==> src/rtl/celement_sync_receiver_if.sv <==
// Bundled-data SEND/ACK token input and valid/ready word output
// of the C-element pipeline receiver.
interface celement_sync_receiver_if #(
    parameter int WIDTH     = 8,
    parameter int CNT_WIDTH = 16
);
    logic                 SENDIN;
    logic [WIDTH-1:0]     DATAIN;
    logic                 ACKOUT;
    logic [WIDTH-1:0]     DOUT;
    logic                 DOUT_VALID;
    logic                 DOUT_READY;
    logic [CNT_WIDTH-1:0] TOKENS;
    logic                 BUSY;

    modport master (
        output SENDIN,
        output DATAIN,
        output DOUT_READY,
        input  ACKOUT,
        input  DOUT,
        input  DOUT_VALID,
        input  TOKENS,
        input  BUSY
    );

    modport slave (
        input  SENDIN,
        input  DATAIN,
        input  DOUT_READY,
        output ACKOUT,
        output DOUT,
        output DOUT_VALID,
        output TOKENS,
        output BUSY
    );
endinterface

==> src/rtl/celement_sync_receiver.sv <==
// Clocked sink of a self-timed C-element pipeline: synchronises SENDIN,
// acknowledges tokens 4-phase and queues the bundled data in a FIFO.
module celement_sync_receiver #(
    parameter int WIDTH       = 8,
    parameter int SYNC_STAGES = 2,
    parameter int DEPTH       = 4,
    parameter int CNT_WIDTH   = 16
) (
    input  logic                    CP,
    input  logic                    RESET,
    celement_sync_receiver_if.slave bus
);
    localparam int AW = $clog2(DEPTH);

    localparam logic [1:0] SETTLE   = 2'd0;
    localparam logic [1:0] IDLE     = 2'd1;
    localparam logic [1:0] CAPTURE  = 2'd2;
    localparam logic [1:0] WAIT_RTZ = 2'd3;

    logic [SYNC_STAGES-1:0] sync_q, sync_d;
    logic [SYNC_STAGES-1:0] fill_q, fill_d;
    logic [1:0]             state_q, state_d;
    logic                   ack_q, ack_d;
    logic [CNT_WIDTH-1:0]   tokens_q, tokens_d;
    logic [AW:0]            wptr_q, wptr_d;
    logic [AW:0]            rptr_q, rptr_d;
    logic [WIDTH-1:0]       mem_q [DEPTH];
    logic [WIDTH-1:0]       mem_d [DEPTH];

    logic req_s;
    logic full;
    logic empty;
    logic push;
    logic pop;

    assign req_s = sync_q[SYNC_STAGES-1];
    assign empty = (wptr_q == rptr_q);
    assign full  = (wptr_q[AW] != rptr_q[AW]) &&
                   (wptr_q[AW-1:0] == rptr_q[AW-1:0]);
    assign push  = (state_q == CAPTURE);
    assign pop   = !empty && bus.DOUT_READY;

    always_comb begin
        sync_d   = {sync_q[SYNC_STAGES-2:0], bus.SENDIN};
        // fill_q marks when every synchroniser stage holds a real sample
        fill_d   = {fill_q[SYNC_STAGES-2:0], 1'b1};
        state_d  = state_q;
        ack_d    = 1'b0;
        tokens_d = tokens_q;
        wptr_d   = wptr_q;
        rptr_d   = rptr_q;
        mem_d    = mem_q;
        case (state_q)
            SETTLE: begin
                if (fill_q[SYNC_STAGES-1] && !req_s) state_d = IDLE;
            end
            IDLE: begin
                if (req_s && !full) state_d = CAPTURE;
            end
            CAPTURE: begin
                ack_d   = 1'b1;
                state_d = WAIT_RTZ;
            end
            default: begin
                ack_d = req_s;
                if (!req_s) state_d = IDLE;
            end
        endcase
        if (push) begin
            mem_d[wptr_q[AW-1:0]] = bus.DATAIN;
            wptr_d   = wptr_q + 1'b1;
            tokens_d = tokens_q + 1'b1;
        end
        if (pop) rptr_d = rptr_q + 1'b1;
    end

    always_ff @(posedge CP or posedge RESET) begin
        if (RESET) begin
            sync_q   <= '0;
            fill_q   <= '0;
            state_q  <= SETTLE;
            ack_q    <= 1'b0;
            tokens_q <= '0;
            wptr_q   <= '0;
            rptr_q   <= '0;
            for (int i = 0; i < DEPTH; i++) mem_q[i] <= '0;
        end else begin
            sync_q   <= sync_d;
            fill_q   <= fill_d;
            state_q  <= state_d;
            ack_q    <= ack_d;
            tokens_q <= tokens_d;
            wptr_q   <= wptr_d;
            rptr_q   <= rptr_d;
            mem_q    <= mem_d;
        end
    end

    assign bus.ACKOUT     = ack_q;
    assign bus.DOUT       = mem_q[rptr_q[AW-1:0]];
    assign bus.DOUT_VALID = !empty;
    assign bus.TOKENS     = tokens_q;
    assign bus.BUSY       = (state_q != IDLE);
endmodule
==> src/flat_wrapper.sv <==
// flat-port wrapper written by rule: the top's interface ports become plain ports
module celement_sync_receiver_flat 
#(
    parameter int WIDTH       = 8,
    parameter int SYNC_STAGES = 2,
    parameter int DEPTH       = 4,
    parameter int CNT_WIDTH   = 16
)
  (CP, RESET, bus_SENDIN, bus_DATAIN, bus_DOUT_READY, bus_ACKOUT, bus_DOUT, bus_DOUT_VALID, bus_TOKENS, bus_BUSY);
  celement_sync_receiver_if #(.WIDTH(WIDTH), .CNT_WIDTH(CNT_WIDTH)) bus_i ();
  input  logic CP;
  input  logic RESET;
  input wire logic [$bits(bus_i.SENDIN)-1:0] bus_SENDIN;
  input wire logic [$bits(bus_i.DATAIN)-1:0] bus_DATAIN;
  input wire logic [$bits(bus_i.DOUT_READY)-1:0] bus_DOUT_READY;
  output wire logic [$bits(bus_i.ACKOUT)-1:0] bus_ACKOUT;
  output wire logic [$bits(bus_i.DOUT)-1:0] bus_DOUT;
  output wire logic [$bits(bus_i.DOUT_VALID)-1:0] bus_DOUT_VALID;
  output wire logic [$bits(bus_i.TOKENS)-1:0] bus_TOKENS;
  output wire logic [$bits(bus_i.BUSY)-1:0] bus_BUSY;
  assign bus_i.SENDIN = bus_SENDIN;
  assign bus_i.DATAIN = bus_DATAIN;
  assign bus_i.DOUT_READY = bus_DOUT_READY;
  assign bus_ACKOUT = bus_i.ACKOUT;
  assign bus_DOUT = bus_i.DOUT;
  assign bus_DOUT_VALID = bus_i.DOUT_VALID;
  assign bus_TOKENS = bus_i.TOKENS;
  assign bus_BUSY = bus_i.BUSY;
  celement_sync_receiver #(.WIDTH(WIDTH), .SYNC_STAGES(SYNC_STAGES), .DEPTH(DEPTH), .CNT_WIDTH(CNT_WIDTH)) u_core (.CP(CP), .RESET(RESET), .bus(bus_i));
endmodule
==> config.mk <==
export PLATFORM = sky130hd
export DESIGN_NAME = celement_sync_receiver_flat
export DESIGN_NICKNAME = d
export VERILOG_FILES = /design/src/rtl/celement_sync_receiver_if.sv /design/src/rtl/celement_sync_receiver.sv /design/src/flat_wrapper.sv
export SDC_FILE = /design/constraint.sdc
export NUM_CORES = 1
export LEC_CHECK = 0
export CORE_ASPECT_RATIO = 0.9
export CORE_MARGIN = 2
export CORE_UTILIZATION = 35
export DETAILED_ROUTE_END_ITERATION = 6
export MAX_ROUTING_LAYER = met4
export SETUP_SLACK_MARGIN = 0.05
export SYNTH_ARGS = -nofsm -noshare
export SYNTH_HDL_FRONTEND = slang
export SYNTH_SLANG_ARGS = --single-unit
export TNS_END_PERCENT = 1
==> constraint.sdc <==
create_clock -name CP -period 2.9 [get_ports CP]
set_clock_uncertainty 0.1 [all_clocks]
set_input_delay 0.58 -clock CP [delete_from_list [all_inputs] [get_ports CP]]
set_output_delay 0.58 -clock CP [all_outputs]
set_load 0.005 [all_outputs]
==> results.json <==
{
  "gp_congestion": 0.7244,
  "leakage_nw": 1.539,
  "cts_tree": "yes",
  "synth_edf_count": 0,
  "drive_gt1_share_pct": 26.45,
  "maxSlewViolCount": 0,
  "initial_core_util_pct": 36.44,
  "post-dp-hpwl_um": 3322,
  "place_area_mm2": 0.003274,
  "worst_pin_slew_ps": 623.5,
  "p_seq_share_pct": 40.6,
  "routed_wl_um": 4878,
  "post_cts_buffers": 0,
  "synth_seq_cells": 61,
  "hp-class": "flop to flop",
  "diodes": 0,
  "p_comb_share_pct": 38.2,
  "hold_violations": 0,
  "tns_ps": 0,
  "vias": 1618,
  "num-fill-cells": 705,
  "switching_share_pct": 29.13,
  "area_delta_synth_final_pct": 24.83,
  "die_area_mm2": 0.008662,
  "final_nets": 259,
  "cts_buffers": 9,
  "fin_ws_ps": 297.3,
  "holdWs_ps": 249.9,
  "drc": 0,
  "synthCells": 189,
  "cts_root_buffer": "clkbuf_8",
  "cts.sinks": 61,
  "max_freq_ghz": 0.3842,
  "grt_max_degree": 40,
  "initialDrtViolationCount": 57,
  "total_switching_power_mw": 1.008,
  "cts_max_level": 3,
  "max_slew_margin_pct": 58.43,
  "async_flop_share_pct": 100.0,
  "final_antenna_net_count": 0,
  "ir_drop_mv": 0.4831,
  "worstPathRequired_ps": 2220,
  "cp.arrival_ps": 1920,
  "drt-vias-per-instance": 4.787,
  "core_mm2": 0.007620,
  "criticalPathCategory": "flop to primary output",
  "clock_path_buffers": 2,
  "regArea_mm2": 0.001526,
  "pre_cts_ws_ps": 638.7,
  "synth.distinct_cells": 31,
  "grt_first_pass_wirelength_um": 8224,
  "maxCapViolations": 0,
  "clockPowerShare_pct": 21.3,
  "num_rows": 30,
  "period_share_pct": 89.75,
  "cp_max_fo": 7,
  "cts.hold.buffers_added": 0,
  "synth-main-ff-cell": "dfrtp_1",
  "grt_pass1_vias": 1713,
  "final_design_area_no_fill_mm2": 0.003466,
  "multi_input_area_mm2": 0.001186,
  "die_w_um": 97.88,
  "pin_count": 39,
  "setup_viol": 0,
  "p_int_mw": 2.453,
  "cp-end-kind": "primary output",
  "p_per_area_mw_per_mm2": 998.6,
  "status": "complete, no violations",
  "antenna_found_initial": 0,
  "rsz0062_at_grt": "no",
  "grt_overflow": 0,
  "ys_seq_area_share_pct": 54.98,
  "cts_resized": 0,
  "dr.pass1.iters": 4,
  "wl_per_cell_um": 14.43,
  "netlist_area_mm2": 0.002776,
  "syn_avg_cell_area_um2": 14.69,
  "clkTransAtPathRegs_ps": 70,
  "port_buffers": 38,
  "setup.worst_path.start_class": "flop",
  "track_usage_pct": 12.97,
  "yosysWarningCount": 0,
  "finalCriticalPeriod_ps": 2603,
  "die_h_um": 88.50,
  "worst_skew_pair.late_latency_ps": 330,
  "synth.net_count": 211
}
critical path, cell delays in order (launching register included):
cell and delay [ps]:
dfrtp_1 340, buf_4 200, mux4_1 580, clkdlybuf4s50_1 470
routing by layer:
metal  up-vias  GRT usage (%)  share of wire, %  wire, um
li1        768              -                 -         -
met1       804          15.26                46      2248
met2        38          20.86                48      2352
met3         8          4.423               4.0       197
met4         0          4.924               1.6        79
met5         -              -                 0         0
power by group through the flow:
stage	clock, mW	sequential [mW]	combinational, mW
after global routing	0.802	1.45	1.45
final	0.736	1.40	1.32
after detailed placement	0	1.42	1.34
after CTS	0.767	1.41	1.35
after global placement	0	1.41	1.32
after floorplan	0	1.34	0.893
sequential cells by signal (all words and copies together) (netlist names):
name and count:
u_core.fill_q 2, u_core.state_q 2, u_core.mem_q 32, u_core.bus.ACKOUT 1, u_core.wptr_q 3, u_core.sync_q 2, u_core.rptr_q 3, u_core.bus.TOKENS 16
cell usage in the layout (no fill, tap or decap), drive strengths merged, types with 2 or more instances in the layout:
cell type      Yosys  final
dfrtp             61     61
clkdlybuf4s50      0     38
mux2              35     35
xnor2             14     14
clkbuf             1     11
ha                10     10
nand2             10     10
xor2               8      8
mux4               8      8
nor2               8      8
inv                7      7
nand3              6      6
nand4              6      6
clkinv             0      4
buf                3      3
nand2b             2      2
o21ai              2      2
per-stage QoR:
step | cells | total power, mW | util (%)
after CTS | 338 | 3.523 | 45.48
after detailed placement | 322 | 2.765 | 42.97
final | 338 | 3.461 | 45.48
after global routing | 338 | 3.704 | 45.48
after global placement | 322 | 2.729 | 42.97
after floorplan | 189 | 2.232 | -
synth_stat cells (3+ instances only):
cell	count	area [um2]
nand2_1	7	26.28
ha_1	10	125.1
nand2_2	3	18.77
mux4_1	8	210.2
xor2_1	8	70.07
nand4_1	4	25.02
nor2_1	7	26.28
dfrtp_1	61	1526
inv_1	7	26.28
nand3_1	6	30.03
mux2_2	34	382.9
xnor2_1	12	105.1
logic make-up after synthesis:
family / after synthesis / share of synthesized area (%)
flip-flops: 61 / 54.98
multiplexers: 43 / 21.90
AND/OR/NAND/NOR: 35 / 6.940
other: 1 / 0.1351
AO/OA/AOI/OAI: 6 / 1.757
XOR/XNOR: 22 / 7.481
adder cells (fa/ha/maj): 10 / 4.507
buffers and inverters: 11 / 2.298
final cells by class:
class / instances / share of cell area [%]
well taps: 96 / 3.466
repair buffers: 41 / 11.99
flip-flops and latches: 61 / 44.04
clock buffers: 11 / 4.079
inverters: 7 / 0.7581
multi-input cells: 117 / 34.22
clock inverters: 5 / 1.444
path summary, 6_finish.rpt:
kind	depth (start not counted)	slack, ps	start	to
max	3	300	u_core.rptr_q[0]$_DFFE_PP0P_	bus_DOUT[5]
min	0	250	u_core.fill_q[0]$_DFF_PP0_	u_core.fill_q[1]$_DFF_PP0_
max reg2reg	4	690	u_core.state_q[0]$_DFFE_PP0P_	u_core.mem_q[0]$_DFFE_PP0P_
min reg2reg	0	250	u_core.fill_q[0]$_DFF_PP0_	u_core.fill_q[1]$_DFF_PP0_
max in group asynchronous	3	1640	RESET	u_core.mem_q[19]$_DFFE_PP0P_
min in group asynchronous	2	480	RESET	u_core.bus.TOKENS[15]$_DFFE_PP0P_
Power figures use the tool's default switching activity.
